$ cat src/rtl/uart_word_bridge_pkg.sv
// Shared state encoding and sizing helpers for the UART word bridge.
package uart_bridge_pkg;

   typedef enum logic [2:0] {
      ST_RX       = 3'd0,
      ST_START    = 3'd1,
      ST_WAIT     = 3'd2,
      ST_TX_SEND  = 3'd3,
      ST_TX_GUARD = 3'd4,
      ST_TX_DRAIN = 3'd5
   } bridge_state_e;

   function automatic int bytes_per_word(input int n);
      return n / 32'sd8;
   endfunction

   function automatic int timeout_width(input int t);
      return (t < 32'sd1) ? 32'sd1 : $clog2(t + 32'sd1);
   endfunction

   function automatic int count_width(input int n);
      return (n < 32'sd2) ? 32'sd1 : $clog2(n);
   endfunction

endpackage

$ cat src/rtl/word_byte_shifter.sv
// Byte-granular shift register used for rx word assembly and tx serialisation.
module word_byte_shifter #(
   parameter int N         = 16,
   parameter bit MSB_FIRST = 1'b1
) (
   input  logic         clk,
   input  logic         rst,
   input  logic         load,
   input  logic [N-1:0] load_data,
   input  logic         shift_in,
   input  logic [7:0]   byte_in,
   input  logic         shift_out,
   output logic [N-1:0] word
);

   logic [N-1:0] word_r;
   logic [N-1:0] ins_s;
   logic [N-1:0] outs_s;

   // Both directions move the word one byte toward the end that leaves first.
   always_comb begin
      if (MSB_FIRST) begin
         ins_s  = N'({word_r, byte_in});
         outs_s = N'({word_r, 8'h00});
      end else begin
         ins_s  = N'({byte_in, word_r} >> 8);
         outs_s = N'({8'h00, word_r} >> 8);
      end
   end

   // Word register: load has priority over shifting.
   always_ff @(posedge clk) begin
      if (rst) begin
         word_r <= '0;
      end else if (load) begin
         word_r <= load_data;
      end else if (shift_in) begin
         word_r <= ins_s;
      end else if (shift_out) begin
         word_r <= outs_s;
      end
   end

   assign word = word_r;

endmodule

$ cat src/rtl/uart_word_bridge.sv
// Bridges byte-wide UART traffic to an N-bit BRAM frame and serialises the engine result back.
module uart_word_bridge
   import uart_bridge_pkg::*;
#(
   parameter int N         = 16,
   parameter int ABITS     = 8,
   parameter int NWORDS    = 2,
   parameter bit MSB_FIRST = 1'b1,
   parameter int TIMEOUT   = 1250
) (
   input  logic             clk,
   input  logic             rst,
   input  logic             rx_valid,
   input  logic [7:0]       rx_byte,
   output logic [ABITS-1:0] wr_addr,
   output logic [N-1:0]     wr_data,
   output logic             wr_en,
   output logic             start,
   output logic             busy,
   input  logic             done,
   input  logic [N-1:0]     result,
   input  logic             tx_busy,
   output logic [7:0]       tx_byte,
   output logic             tx_valid,
   output logic             frame_err
);

   localparam int B   = bytes_per_word(N);
   localparam int BCW = count_width(B);
   localparam int TW  = timeout_width(TIMEOUT);
   localparam logic [BCW-1:0]   B_LAST = BCW'(B - 32'sd1);
   localparam logic [ABITS-1:0] W_LAST = ABITS'(NWORDS - 32'sd1);
   localparam logic [TW-1:0]    T_LAST = TW'(TIMEOUT - 32'sd1);
   localparam bit               TO_EN  = (TIMEOUT > 32'sd0);

   bridge_state_e    state_r;
   logic [BCW-1:0]   b_r;
   logic [ABITS-1:0] w_r;
   logic [TW-1:0]    idle_r;
   logic [BCW-1:0]   tx_cnt_r;
   logic [ABITS-1:0] wr_addr_r;
   logic             wr_en_r;
   logic             start_r;
   logic             busy_r;
   logic [7:0]       tx_byte_r;
   logic             tx_valid_r;
   logic             frame_err_r;
   logic             rx_shift_s;
   logic             tx_load_s;
   logic             tx_shift_s;
   logic [N-1:0]     rx_word_s;
   logic [N-1:0]     tx_word_s;

   function automatic logic [7:0] lead_byte(input logic [N-1:0] w);
      if (MSB_FIRST) begin
         return w[N-1 -: 8];
      end else begin
         return w[7:0];
      end
   endfunction

   // Shifter strobes derived from the current state.
   always_comb begin
      rx_shift_s = rx_valid && (state_r == ST_RX);
      tx_load_s  = done && (state_r == ST_WAIT);
      tx_shift_s = (state_r == ST_TX_SEND);
   end

   word_byte_shifter #(.N(N), .MSB_FIRST(MSB_FIRST)) u_rx_shift (
      .clk       (clk),
      .rst       (rst),
      .load      (1'b0),
      .load_data ({N{1'b0}}),
      .shift_in  (rx_shift_s),
      .byte_in   (rx_byte),
      .shift_out (1'b0),
      .word      (rx_word_s)
   );

   word_byte_shifter #(.N(N), .MSB_FIRST(MSB_FIRST)) u_tx_shift (
      .clk       (clk),
      .rst       (rst),
      .load      (tx_load_s),
      .load_data (result),
      .shift_in  (1'b0),
      .byte_in   (8'h00),
      .shift_out (tx_shift_s),
      .word      (tx_word_s)
   );

   // Frame control FSM; every output is a register written here.
   always_ff @(posedge clk) begin
      if (rst) begin
         state_r     <= ST_RX;
         b_r         <= '0;
         w_r         <= '0;
         idle_r      <= '0;
         tx_cnt_r    <= '0;
         wr_addr_r   <= '0;
         wr_en_r     <= 1'b0;
         start_r     <= 1'b0;
         busy_r      <= 1'b0;
         tx_byte_r   <= 8'h00;
         tx_valid_r  <= 1'b0;
         frame_err_r <= 1'b0;
      end else begin
         wr_en_r     <= 1'b0;
         start_r     <= 1'b0;
         tx_valid_r  <= 1'b0;
         frame_err_r <= 1'b0;
         // A byte arriving outside RX has nowhere to go: drop it and flag overrun.
         if (rx_valid && (state_r != ST_RX)) begin
            frame_err_r <= 1'b1;
         end
         case (state_r)
            ST_RX: begin
               if (rx_valid) begin
                  idle_r <= '0;
                  if (b_r == B_LAST) begin
                     b_r       <= '0;
                     wr_en_r   <= 1'b1;
                     wr_addr_r <= w_r;
                     if (w_r == W_LAST) begin
                        state_r <= ST_START;
                     end else begin
                        w_r <= w_r + ABITS'(1);
                     end
                  end else begin
                     b_r <= b_r + BCW'(1);
                  end
               end else if (TO_EN && ((b_r != '0) || (w_r != '0))) begin
                  if (idle_r == T_LAST) begin
                     b_r         <= '0;
                     w_r         <= '0;
                     idle_r      <= '0;
                     frame_err_r <= 1'b1;
                  end else begin
                     idle_r <= idle_r + TW'(1);
                  end
               end else begin
                  idle_r <= '0;
               end
            end
            ST_START: begin
               start_r <= 1'b1;
               busy_r  <= 1'b1;
               w_r     <= '0;
               state_r <= ST_WAIT;
            end
            ST_WAIT: begin
               if (done) begin
                  tx_byte_r  <= lead_byte(result);
                  tx_valid_r <= 1'b1;
                  tx_cnt_r   <= '0;
                  state_r    <= ST_TX_SEND;
               end
            end
            ST_TX_SEND: begin
               state_r <= ST_TX_GUARD;
            end
            ST_TX_GUARD: begin
               state_r <= ST_TX_DRAIN;
            end
            ST_TX_DRAIN: begin
               if (!tx_busy) begin
                  if (tx_cnt_r == B_LAST) begin
                     busy_r  <= 1'b0;
                     state_r <= ST_RX;
                  end else begin
                     tx_cnt_r   <= tx_cnt_r + BCW'(1);
                     tx_byte_r  <= lead_byte(tx_word_s);
                     tx_valid_r <= 1'b1;
                     state_r    <= ST_TX_SEND;
                  end
               end
            end
            default: begin
               state_r <= ST_RX;
            end
         endcase
      end
   end

   assign wr_addr   = wr_addr_r;
   assign wr_data   = rx_word_s;
   assign wr_en     = wr_en_r;
   assign start     = start_r;
   assign busy      = busy_r;
   assign tx_byte   = tx_byte_r;
   assign tx_valid  = tx_valid_r;
   assign frame_err = frame_err_r;

endmodule

$ cat config.mk
export PLATFORM = sky130hd
export DESIGN_NAME = uart_word_bridge
export DESIGN_NICKNAME = d
export VERILOG_FILES = /design/src/rtl/uart_word_bridge_pkg.sv /design/src/rtl/word_byte_shifter.sv /design/src/rtl/uart_word_bridge.sv
export SDC_FILE = /design/constraint.sdc
export NUM_CORES = 1
export LEC_CHECK = 0
export CAP_MARGIN = 20
export CORE_ASPECT_RATIO = 0.75
export CORE_UTILIZATION = 30
export CTS_CLUSTER_DIAMETER = 60
export CTS_CLUSTER_SIZE = 16
export DETAILED_ROUTE_END_ITERATION = 8
export HOLD_SLACK_MARGIN = 0.06
export PLACE_DENSITY = 0.56
export RECOVER_POWER = 100
export SLEW_MARGIN = 20
export SYNTH_ARGS = -nofsm -noshare
export SYNTH_HDL_FRONTEND = slang
export SYNTH_SLANG_ARGS = --single-unit
export TNS_END_PERCENT = 30
$ cat constraint.sdc
create_clock -name clk -period 5.2 [get_ports clk]
set_clock_uncertainty 0.15 [all_clocks]
set_input_delay 1.04 -clock clk [delete_from_list [all_inputs] [get_ports clk]]
set_output_delay 1.04 -clock clk [all_outputs]
set_load 0.02 [all_outputs]
==> summary.md <==
| Metric | Value |
|---|---|
| Failing checks | `capacitance limit, slew limit` |
| Final Cycle Share | `69.8%` |
| Via count | `between 2k and 3k` |
| Synth Net Count | `417` |
| DP Worst Slack | `1.93 ns` |
| Commonest non-fill, non-tap cell in the layout | `dfxtp_1` |
| Post-synth EDFFs | `0` |
| Routed WL per cell | `13.5 um` |
| Die W | `between 100 and 150 um` |
| Synth area leader | `dfxtp_1` |
| Worst setup EP type | `flop` |
| Post-Syn Area | `0.00327 mm^2` |
| CTS H-tree depth | `3` |
| FF-to-FF setup slack | `between 2 and 3 ns` |
| Mapped Cells | `383` |
| Yosys cell types | `~50` |
| DRT antenna net count | `0` |
| Kind of start point of the critical path | `input port` |
| Clk root buf | `clkbuf_16` |
| Die Footprint | `0.0113 mm^2` |
| Slew headroom | `-48.2%` |
| CTS tree | `yes` |
| Chip height | `92.5 um` |
| Leakage | `1.69 nW` |
| Worst-skew pair later-pin latency | `0.33 ns` |
| N_diodes | `0` |
| Number of vias per cell | `4.88` |
| Ranking of synthesized cells by area | `dfxtp_1, nand2_1, a21oi_1` |
| Clock-pin slew on the worst setup and hold paths | `0.06 ns` |
| Routability Congestion | `0.767` |
| Final setup margin | `1.57 ns` |
| Starting Density | `31.3%` |
| Final hold vios | `0` |
| Syn-to-layout area delta | `32.7%` |
| Worst Hold Class | `reg -> reg` |
| PwrDens | `367 mW/mm^2` |
| Crit path max fanout | `between 40 and 50` |
| CTS Buffer Depth | `2` |
| Seq/Total Area, Yosys | `47.1%` |
| # IOs | `66` |
| First-pass GRT wire length | `about 13000 um` |
| Fmax | `0.276 GHz` |
| CORE AREA | `0.0105 mm^2` |
| Largest net degree at the start of global routing | `50` |
| WP data arrival | `3.61 ns` |
| Drt pass-1 iters | `4` |
| Ys Warns | `0` |
| HPWL after DPL | `about 5300 um` |
| Postcts setup bufs | `0` |
| Total grt overflow | `0` |
| IO buf count | `65` |
| Hold_ws | `0.301 ns` |
| Layout cells sized above 1 | `6.29%` |
| Std-Cell Rows | `32` |
| Slew @ Worst Pin | `2.22 ns` |
| Peak supply drop | `0.178 mV` |
| Outcome | `complete, but fails checks` |
| GR Util All Layers | `around 14%` |
| RSZ-0062 raised after global routing | `no` |
| Power Total | `1.60 mW` |
| DRT Wirelength | `slightly below 8000 um` |
| Initial antenna violation count | `0` |
| Syn avg cell area | `8.55 um^2` |
| Worst Path Required | `5.18 ns` |
| Setup-failing EPs final | `0` |
| Max_cap viols | `1` |
| Top cell type's share of synthesized area | `47.1%` |
| Non-Filler Instances | `581` |
| TNS Setup | `0 ns` |
| Critical path class | `in -> reg` |
| Vias in the first global route | `2632` |
| Fin crit period | `roughly 3.6 ns` |
| CTS resizes | `0` |
| Dominant register cell in the synthesized netlist | `dfxtp_1` |
| Num CTS Buffers | `9` |
| Placed Cells | `around 570` |
| Sink Count | `a little under 80` |
| #FFs+latches synth | `between 70 and 80` |
| Most frequent cells in the layout | `dfxtp_1, nand2_1, a21oi_1, nor2_1, dlygate4sd3_1` |
| DRT iter0 DRCs | `133` |
| Max-slew violations | `50` |
| # DRC | `0` |
| # nets final | `~470` |
| Asr flop ratio synth | `0%` |
| Hold_buf cts | `0` |
## stage by stage
step                utilization, %  area (um^2)
detailed placement            38.4         4010
global placement              38.4         4010
CTS                           41.8         4370
floorplan                        -         3270
finish                        41.6         4350
global route                  41.6         4350
## power breakdown
group          switching [mW]  internal [mW]  total [mW]
registers              0.0277          0.618       0.645
clock network           0.235          0.508       0.743
logic                   0.123         0.0858       0.209
total                   0.386           1.21        1.60
## worst max-delay path, stage by stage
cell      delay (ns)
clkbuf_1        0.75
clkbuf_1        1.64
nor2_1          0.13
## layout make-up
| class | count | area [um^2] |
|---|---|---|
| sequential | 77 | 1540 |
| clock buffer | 13 | 270 |
| tap | 136 | 170 |
| timing repair buffer | 68 | 663 |
| multi-input combinational | 277 | 1590 |
| fill | 1048 | 6100 |
| clock inverter | 3 | 90.1 |
| inverter | 7 | 26.3 |
## metal layers
layer	track usage, %	vias up	share of wire [%]
met5	0	-	0
met4	3.96	0	1.1
met3	5.36	7	7.1
met2	19.4	84	40
met1	20.8	1304	52
li1	-	1441	-
## state kept, by name, indices dropped and copies added, names as in the netlist
| signal | cells |
|---|---|
| busy | 1 |
| u_rx_shift.word | 16 |
| tx_valid | 1 |
| u_tx_shift.word | 16 |
| wr_addr | 8 |
| state_r | 3 |
| w_r | 8 |
| tx_cnt_r | 1 |
| b_r | 1 |
| wr_en | 1 |
| start | 1 |
| idle_r | 11 |
| tx_byte | 8 |
| frame_err | 1 |
## worst paths after layout
kind                            cells past startpoint            endpoint       start
worst max register to register                      5              w_r[6]  state_r[0]
worst min register to register                      2          wr_addr[6]  wr_addr[6]
worst max-delay path                                3  u_tx_shift.word[0]         rst
worst min-delay path                                2          wr_addr[6]  wr_addr[6]
## Yosys cell counts, drive strengths merged (2+ instances only)
library cell and instances:
xor2 7, or3 5, xnor2 2, nor2 49, nand2b 4, o21ai 4, a21oi 53, nand2 74
a41oi 2, buf 10, o31ai 2, a311oi 6, mux2i 8, a31oi 4, and3 7, clkbuf 12
dfxtp 77, a22oi 16, nor4b 2, ha 5, inv 7, nand3 9, o211ai 2
## cell families (layout without fill, tap and decap cells)
family,count (synthesis),after routing,synth area share (%)
AO/OA/AOI/OAI,94,94,18.3
flip-flops,77,77,47.1
buffers and inverters,29,91,4.09
XOR/XNOR,9,9,2.41
multiplexers,9,9,2.90
AND/OR/NAND/NOR,160,160,23.3
adder cells (fa/ha/maj),5,5,1.91
(Power assumes the default switching activity.)
